## src/rtl/dmem_pkg.sv

```systemverilog
// dmem_pkg: shared widths and request/owner types for the data-memory arbiter
package dmem_pkg;
    localparam int DMEM_ADDR_W = 16;
    localparam int DMEM_DATA_W = 16;
    localparam int DMEM_BE_W   = DMEM_DATA_W / 8;

    typedef logic owner_t;

    typedef struct packed {
        logic [DMEM_BE_W-1:0]   we;
        logic [DMEM_ADDR_W-1:0] addr;
        logic [DMEM_DATA_W-1:0] wdata;
    } dmem_req_t;
endpackage

```

## src/rtl/dmem_rsp_pipe.sv

```systemverilog
// dmem_rsp_pipe: valid/owner tag delay line matching the memory read latency
module dmem_rsp_pipe
    import dmem_pkg::*;
#(
    parameter int DEPTH = 1
) (
    input  logic   clk,
    input  logic   reset,
    input  logic   in_vld,
    input  owner_t in_own,
    output logic   out_vld,
    output owner_t out_own
);
    logic [DEPTH-1:0] vld_q, own_q;
    logic [DEPTH:0]   vld_sh, own_sh;

    always_comb begin
        vld_sh  = {vld_q, in_vld};
        own_sh  = {own_q, in_own};
        out_vld = vld_q[DEPTH-1];
        out_own = owner_t'(own_q[DEPTH-1]);
    end

    always_ff @(posedge clk or negedge reset) begin
        if (!reset) begin
            vld_q <= '0;
            own_q <= '0;
        end else begin
            vld_q <= vld_sh[DEPTH-1:0];
            own_q <= own_sh[DEPTH-1:0];
        end
    end
endmodule

```

## src/rtl/dmem_arbiter.sv

```systemverilog
// dmem_arbiter: two-port fixed-priority arbiter with starvation guard for the data memory port
module dmem_arbiter
    import dmem_pkg::*;
#(
    parameter int ADDR_W     = DMEM_ADDR_W,
    parameter int DATA_W     = DMEM_DATA_W,
    parameter int BE_W       = DMEM_BE_W,
    parameter int READ_LAT   = 1,
    parameter int STARVE_MAX = 8
) (
    input  logic              clk,
    input  logic              reset,
    input  logic              req0,
    input  logic              req1,
    input  logic [BE_W-1:0]   we0,
    input  logic [BE_W-1:0]   we1,
    input  logic [ADDR_W-1:0] addr0,
    input  logic [ADDR_W-1:0] addr1,
    input  logic [DATA_W-1:0] wdata0,
    input  logic [DATA_W-1:0] wdata1,
    output logic              gnt0,
    output logic              gnt1,
    output logic              rvalid0,
    output logic              rvalid1,
    output logic [DATA_W-1:0] rdata0,
    output logic [DATA_W-1:0] rdata1,
    output logic [ADDR_W-1:0] dread_addr,
    output logic [ADDR_W-1:0] dwrite_addr,
    output logic [DATA_W-1:0] dwrite_data,
    output logic [BE_W-1:0]   dwrite_en,
    input  logic [DATA_W-1:0] dread_data
);
    localparam int SC_W = $clog2(STARVE_MAX + 1);

    logic [SC_W-1:0]   starve_cnt;
    logic              starved, granted, is_wr, rd_go, out_vld;
    owner_t            out_own;
    logic [BE_W-1:0]   sel_we;
    logic [ADDR_W-1:0] sel_addr;
    logic [DATA_W-1:0] sel_wdata;

    always_comb begin
        starved     = starve_cnt == SC_W'(STARVE_MAX);
        gnt1        = reset & req1 & (~req0 | starved);
        gnt0        = reset & req0 & ~gnt1;
        granted     = gnt0 | gnt1;
        sel_we      = gnt1 ? we1 : gnt0 ? we0 : '0;
        sel_addr    = gnt1 ? addr1 : gnt0 ? addr0 : '0;
        sel_wdata   = gnt1 ? wdata1 : gnt0 ? wdata0 : '0;
        is_wr       = |sel_we;
        rd_go       = granted & ~is_wr;
        dwrite_en   = sel_we;
        dwrite_addr = is_wr ? sel_addr : '0;
        dwrite_data = is_wr ? sel_wdata : '0;
        dread_addr  = rd_go ? sel_addr : '0;
        rvalid0     = out_vld & ~out_own;
        rvalid1     = out_vld & out_own;
        rdata0      = rvalid0 ? dread_data : '0;
        rdata1      = rvalid1 ? dread_data : '0;
    end

    always_ff @(posedge clk or negedge reset) begin
        if (!reset)
            starve_cnt <= '0;
        else if (gnt1 || !req1)
            starve_cnt <= '0;
        else if (!starved)
            starve_cnt <= starve_cnt + SC_W'(1);
    end

    dmem_rsp_pipe #(.DEPTH(READ_LAT)) u_rsp_pipe (
        .clk     (clk),
        .reset   (reset),
        .in_vld  (rd_go),
        .in_own  (owner_t'(gnt1)),
        .out_vld (out_vld),
        .out_own (out_own)
    );
endmodule
```

## config.mk

```make
export PLATFORM = sky130hd
export DESIGN_NAME = dmem_arbiter
export DESIGN_NICKNAME = d
export VERILOG_FILES = /design/src/rtl/dmem_pkg.sv /design/src/rtl/dmem_rsp_pipe.sv /design/src/rtl/dmem_arbiter.sv
export SDC_FILE = /design/constraint.sdc
export NUM_CORES = 1
export LEC_CHECK = 0
export ABC_AREA = 0
export CORE_MARGIN = 1
export CORE_UTILIZATION = 24
export CTS_CLUSTER_SIZE = 40
export DETAILED_ROUTE_END_ITERATION = 8
export PLACE_DENSITY = 0.86
export SLEW_MARGIN = 5
export SYNTH_ARGS = -nofsm -noshare
export SYNTH_HDL_FRONTEND = slang
export SYNTH_SLANG_ARGS = --single-unit
```

## constraint.sdc

```tcl
create_clock -name clk -period 2.6 [get_ports clk]
set_clock_uncertainty 0.2 [all_clocks]
set_input_delay 0.52 -clock clk [delete_from_list [all_inputs] [get_ports clk]]
set_output_delay 0.52 -clock clk [all_outputs]
set_load 0.02 [all_outputs]
```

==> impl_metrics.yaml, run 1 <==
synth:
  syn_area_um2: 1172
  synth_nets: 223
  avgSynthCellArea_um2: 8.815
  synth_top_cells_by_area: "a32o_1 19%, a22o_1 13%, dfrtp_1 13%"
  synth_compound_area_share_pct: 47.71
  synth_top_family_by_area: "compound AO/OA/AOI/OAI gates"
  async_flop_share_pct: 100.0
  synth_commonest_cells: "22 x a32o_1, 18 x a22o_1, 17 x and2_1, 16 x and3_1, 10 x a32o_2"
  syn_inst: 133
  ys.flop_type: "dfrtp_1"
  synthSimpleGateAreaFrac_pct: 26.79
  yosys_register_bits: 6
  synthXorXnorAreaFrac_pct: 2.241
  seq_area_frac_synth_pct: 12.81
  synth_edf_count: 0
  yosys.area.top_type: "a32o_1"
  muxShareOfSynthArea_pct: 0.8538
  synth.most_common_cell: "a32o_1"
  yosys_warnings: 0
  synth-adder-area-share_pct: 2.134
  ys_types: 29
  synth_top_area_share_pct: 18.78
routing:
  firstDrtPassIters: 4
  first_iter_violations: 59
  drt.antenna.violating_nets: 0
  post-route-drc-count: 0
  dr_total_vias: 2072
  post_drt_wl_per_cell_um: 15.67
  via_per_inst: 5.154
  totalWireLength_um: 6300
flow_run:
  cap_violations: 0
pwr:
  power.leakage_nw: 1.635
  power_uw: 730.2
  power.density_nw_per_um2: 211.7
  vdd.ir_drop.worst_mv: 0.1699
die:
  die_height_um: 71.89
  rows: 25
  die_w_um: 71.89
  top_level_ports: 174
  die_area_um2: 5168
  start_util_pct: 24.82
  core_area_um2: 4723
global_route:
  grt-ovfl-total: 0
  grt_pass1_wl_um: 9252
  grt_pass1_vias: 1960
  grt_start_max_net_pins: 29
  gr-usage-all-layers_pct: 22.26
  antenna_found_initial: 0
setup_path:
  critical_path.max_fanout: 6
  r2r_end: "starve_cnt[2]"
  r2r_slack_ps: 730
  crit_path_end_kind: "output port"
  cp.arrival_ps: 1960
  crit_chain: "inv_1 -> ha_4 -> and4b_2 -> buf_6 -> o41ai_4 -> buf_4 -> a32o_2 -> buf_6"
  path_common_cell: "buf_6"
  r2r_cells: 7
  crit_required_ps: 1880
  worst-setup-path-type: "register to output port"
  setup.worst_path.start_class: "register"
  crit_slowest_cell: "dfrtp_1"
  slowest_delay_ps: 340
  r2r-start: "starve_cnt[1]"
sta:
  slew_headroom_pct: 78.44
  finalHoldViolCount: 0
  max_freq_ghz: 0.3734
  fin_crit_ps: 2678
  hold_ws_ps: 253.6
  drv_slew: 0
  period_share_pct: 103.0
  rsz0062_at_grt: "yes"
  fin_setup_tns_ps: -980.7
  worstMarginPinSlew_ps: 320.9
  setup_viol: 17
  worst_slack_ps: -77.83
place:
  place_inst: 389
  dp_hpwl_um: 4804
  gp_congestion: 0.8263
  io_buffers: 173
  dp_slack_ps: -746.0
clock_network:
  clock_sinks: 6
  postCtsHoldBufs: 0
  htree_levels: 1
  cts-root-buf: "clkbuf_8"
  clk_path_buf_depth: 2
  clk_latency_ps: 230
  numCtsBuffers: 3
  cts_tree: "done"
  path_clk_slew_ps: 40
final_layout:
  syn_to_final_growth_pct: 194.2
  fin_cells: 402
  nets: 427
  n_antenna_cell: 0
  final_layout_size_suffix_gt1_share_pct: 38.21
run_status:
  status: "complete, but fails checks"
  violations: "negative setup slack"
min_path:
  hold_path_class: "primary input to asynchronous set/reset pin"
## through the flow
step	instance area [um2]	utilization, %
floorplan	1172	-
finish	3450	73.03
global route	3450	73.03
CTS	3264	69.11
global placement	3184	67.42
detailed placement	3184	67.42
## final cells by class
type	count	area [um2]
fill	356	1274
timing repair buffer	214	2166
multi-input combinational	110	1001
clock buffer	3	41.29
tap	67	83.83
inverter	2	7.507
sequential	6	150.1
## logic make-up after synthesis
kind of cell | count (synthesis)
compound gates | 56
simple gates | 48
buf+inv | 17
flops | 6
xor+xnor | 3
fa+ha+maj | 2
mux | 1
## sequential cells by signal, indices dropped and copies added, names as in the netlist
name	flops
starve_cnt	4
u_rsp_pipe.out_own	1
u_rsp_pipe.out_vld	1
## power by group
| group | internal [mW] | switching [mW] |
|---|---|---|
| clock network | 0.0998 | 0.0439 |
| registers | 0.0989 | 0.00277 |
| logic | 0.287 | 0.198 |
| total | 0.486 | 0.245 |
## how the worst max path moves through the flow
stage	start	to	slack, ps	depth (start not counted)
finish	starve_cnt[1]	dread_addr[8]	-80	8
floorplan	starve_cnt[0]	dread_addr[10]	110	7
detailed placement	req1	dread_addr[14]	-750	6
global placement	req1	dread_addr[2]	-720	6
global route	starve_cnt[0]	dread_addr[10]	-180	8
CTS	starve_cnt[0]	dread_addr[8]	-90	8
## cell usage in the layout (no fill, tap or decap), types with 2 or more instances in the layout
master / netlist / final
dfrtp_1: 6 / 6
clkdlybuf4s15_2: 0 / 2
clkdlybuf4s15_1: 0 / 3
nor3b_1: 3 / 3
xor2_1: 2 / 2
a22o_1: 18 / 18
clkdlybuf4s50_1: 0 / 115
buf_4: 0 / 34
buf_12: 0 / 3
a32o_1: 22 / 11
buf_6: 2 / 51
and2_1: 17 / 17
dlygate4sd2_1: 0 / 4
nor2_4: 0 / 2
a32o_2: 10 / 21
clkbuf_8: 0 / 3
and3_1: 16 / 16
## worst max-delay path: cells and delay by family, from the launching register on
| kind | cells | cell delay [ps] |
|---|---|---|
| AND/OR/NAND/NOR | 1 | 250 |
| adder cells (fa/ha/maj) | 1 | 160 |
| buffers and inverters | 4 | 530 |
| AO/OA/AOI/OAI | 2 | 450 |
| flip-flops | 1 | 340 |
## per-layer routing
metal | GRT usage [%] | wire length, um | share of wire [%] | vias up
met2 | 43.29 | 3344 | 53 | 120
met5 | 0 | 0 | 0 | -
li1 | - | - | - | 968
met3 | 5.278 | 565 | 9.0 | 7
met4 | 4.793 | 54 | 0.86 | 0
met1 | 24.28 | 2336 | 37 | 977
## timing repair
action,in CTS,in global routing
cloned,3,1
gates resized for setup,277,59
buffers inserted,4,2
endpoints found under the setup margin,52,52
pin swaps,20,19
Power figures use the tool's default switching activity.
==> run 2, diff against run 1 <==
- PLACE_DENSITY: 0.86 -> default
- PLACE_DENSITY_LB_ADDON: default -> 0.15
==> impl_metrics.yaml, run 2 (synthesis results as in run 1) <==
clock_network:
  cts-root-buf: "clkbuf_8"
  postCtsHoldBufs: 0
  clk_latency_ps: 220
  numCtsBuffers: 3
  clk_path_buf_depth: 2
  path_clk_slew_ps: 40
  clock_sinks: 6
  htree_levels: 1
  cts_tree: "done"
final_layout:
  n_antenna_cell: 0
  layout_commonest_cell: "clkdlybuf4s50_1"
  final_core_util_pct: 75.63
  final_layout_size_suffix_gt1_share_pct: 38.46
  largest_reg_flops: 4
  fin_area_um2: 3572
  syn_to_final_growth_pct: 204.7
  fillers: 358
  layout_common_cells: "114 x clkdlybuf4s50_1, 49 x buf_6, 26 x buf_4"
  largest-register: "starve_cnt"
  nets: 430
  fin_cells: 405
die:
  start_util_pct: 24.82
  rows: 25
  die_w_um: 71.89
  die_area_um2: 5168
  die_height_um: 71.89
  core_area_um2: 4723
  top_level_ports: 174
pwr:
  power.density_nw_per_um2: 209.1
  power.leakage_nw: 1.686
  vdd.ir_drop.worst_mv: 0.1149
  power_uw: 747.1
setup_path:
  crit_path_end_kind: "output port"
  setup.worst_path.start_class: "primary input"
  r2r_slack_ps: 700
  critical_path.max_fanout: 4
  r2r_end: "starve_cnt[2]"
  r2r-start: "starve_cnt[1]"
  worst-setup-path-type: "primary input to output port"
  crit_required_ps: 1880
  r2r_cells: 7
  cp.arrival_ps: 2080
min_path:
  hold_path_class: "primary input to asynchronous set/reset pin"
sta:
  max_freq_ghz: 0.3572
  hold_ws_ps: 167.4
  fin_crit_ps: 2800
  slew_headroom_pct: 76.97
  setup_viol: 44
  period_share_pct: 107.7
  drv_slew: 0
  worstMarginPinSlew_ps: 344.3
  fin_setup_tns_ps: -6103
  worst_slack_ps: -199.5
  rsz0062_at_grt: "yes"
  finalHoldViolCount: 0
routing:
  dr_total_vias: 2105
  via_per_inst: 5.198
  drt.antenna.violating_nets: 0
  totalWireLength_um: 6937
  firstDrtPassIters: 4
  first_iter_violations: 97
  post_drt_wl_per_cell_um: 17.13
  post-route-drc-count: 0
place:
  place_inst: 381
  dp_slack_ps: -825.5
  place_area_um2: 3137
  gp_congestion: 0.8541
  dp_hpwl_um: 4773
  io_buffers: 173
flow_run:
  cap_violations: 0
global_route:
  gr-usage-all-layers_pct: 23.39
  antenna_found_initial: 0
  grt-ovfl-total: 0
  grt_pass1_vias: 2020
  grt_start_max_net_pins: 36
  grt_pass1_wl_um: 9666
run_status:
  violations: "negative setup slack"
  status: "complete, but fails checks"
==> run 2: changes by cell type in the layout (fill, tap and decap cells not counted), moves of 2 or more <==
cell,change
buf_12,+4
buf_6,-2
clkbuf_16,+5
buf_4,-8
clkdlybuf4s15_1,-3
buf_2,+3
dlygate4sd2_1,+5
==> run 2: final cells by class <==
type / instances / area, um2 / share of cell area [%]
clock buffers: 3 / 41.29 / 1.156
inverters: 2 / 7.507 / 0.2102
multi-input cells: 110 / 979.7 / 27.43
flip-flops and latches: 6 / 150.1 / 4.203
well taps: 67 / 83.83 / 2.347
repair buffers: 217 / 2310 / 64.66
==> run 2: worst max path at each step <==
stage | start | to | slack (ps) | cells after the start
global route | starve_cnt[1] | dread_addr[12] | -250 | 8
detailed placement | req1 | dwrite_addr[8] | -830 | 5
global placement | req1 | dwrite_addr[6] | -790 | 5
floorplan | starve_cnt[0] | dread_addr[10] | 110 | 7
finish | req1 | dread_addr[13] | -200 | 7
CTS | starve_cnt[1] | dread_addr[5] | -200 | 8
==> run 2: power by group <==
group | switching [mW] | internal [mW] | leakage (nW) | total, mW
Clock | 0.0390 | 0.0993 | 0.0216 | 0.138
Combinational | 0.205 | 0.302 | 1.58 | 0.507
Sequential | 0.00276 | 0.0989 | 0.0808 | 0.102
==> run 2: what timing repair did <==
action,CTS,global route
resized for setup,254,72
setup buffers,7,6
cloned,4,5
pin swaps,14,23
setup endpoints to repair,52,51
==> run 2: critical path, stage by stage <==
cell and delay, ps:
dlygate4sd2_1 240, and4b_2 290, o41ai_4 420, clkbuf_16 220, buf_12 100, a32o_2 170
buf_6 110
==> run 2: layer usage <==
metal / vias up / GRT usage, % / routed length [um]
li1: 981 / - / -
met1: 979 / 25.70 / 2600
met2: 129 / 43.50 / 3489
met3: 16 / 6.806 / 695
met4: 0 / 6.754 / 152
met5: - / 0 / 0
==> run 3, diff against run 2 <==
- ABC_AREA: 0 -> default
- CTS_CLUSTER_DIAMETER: default -> 200
==> results of run 3 <==
Final layout, timing and power as in run 2 (identical DEF).
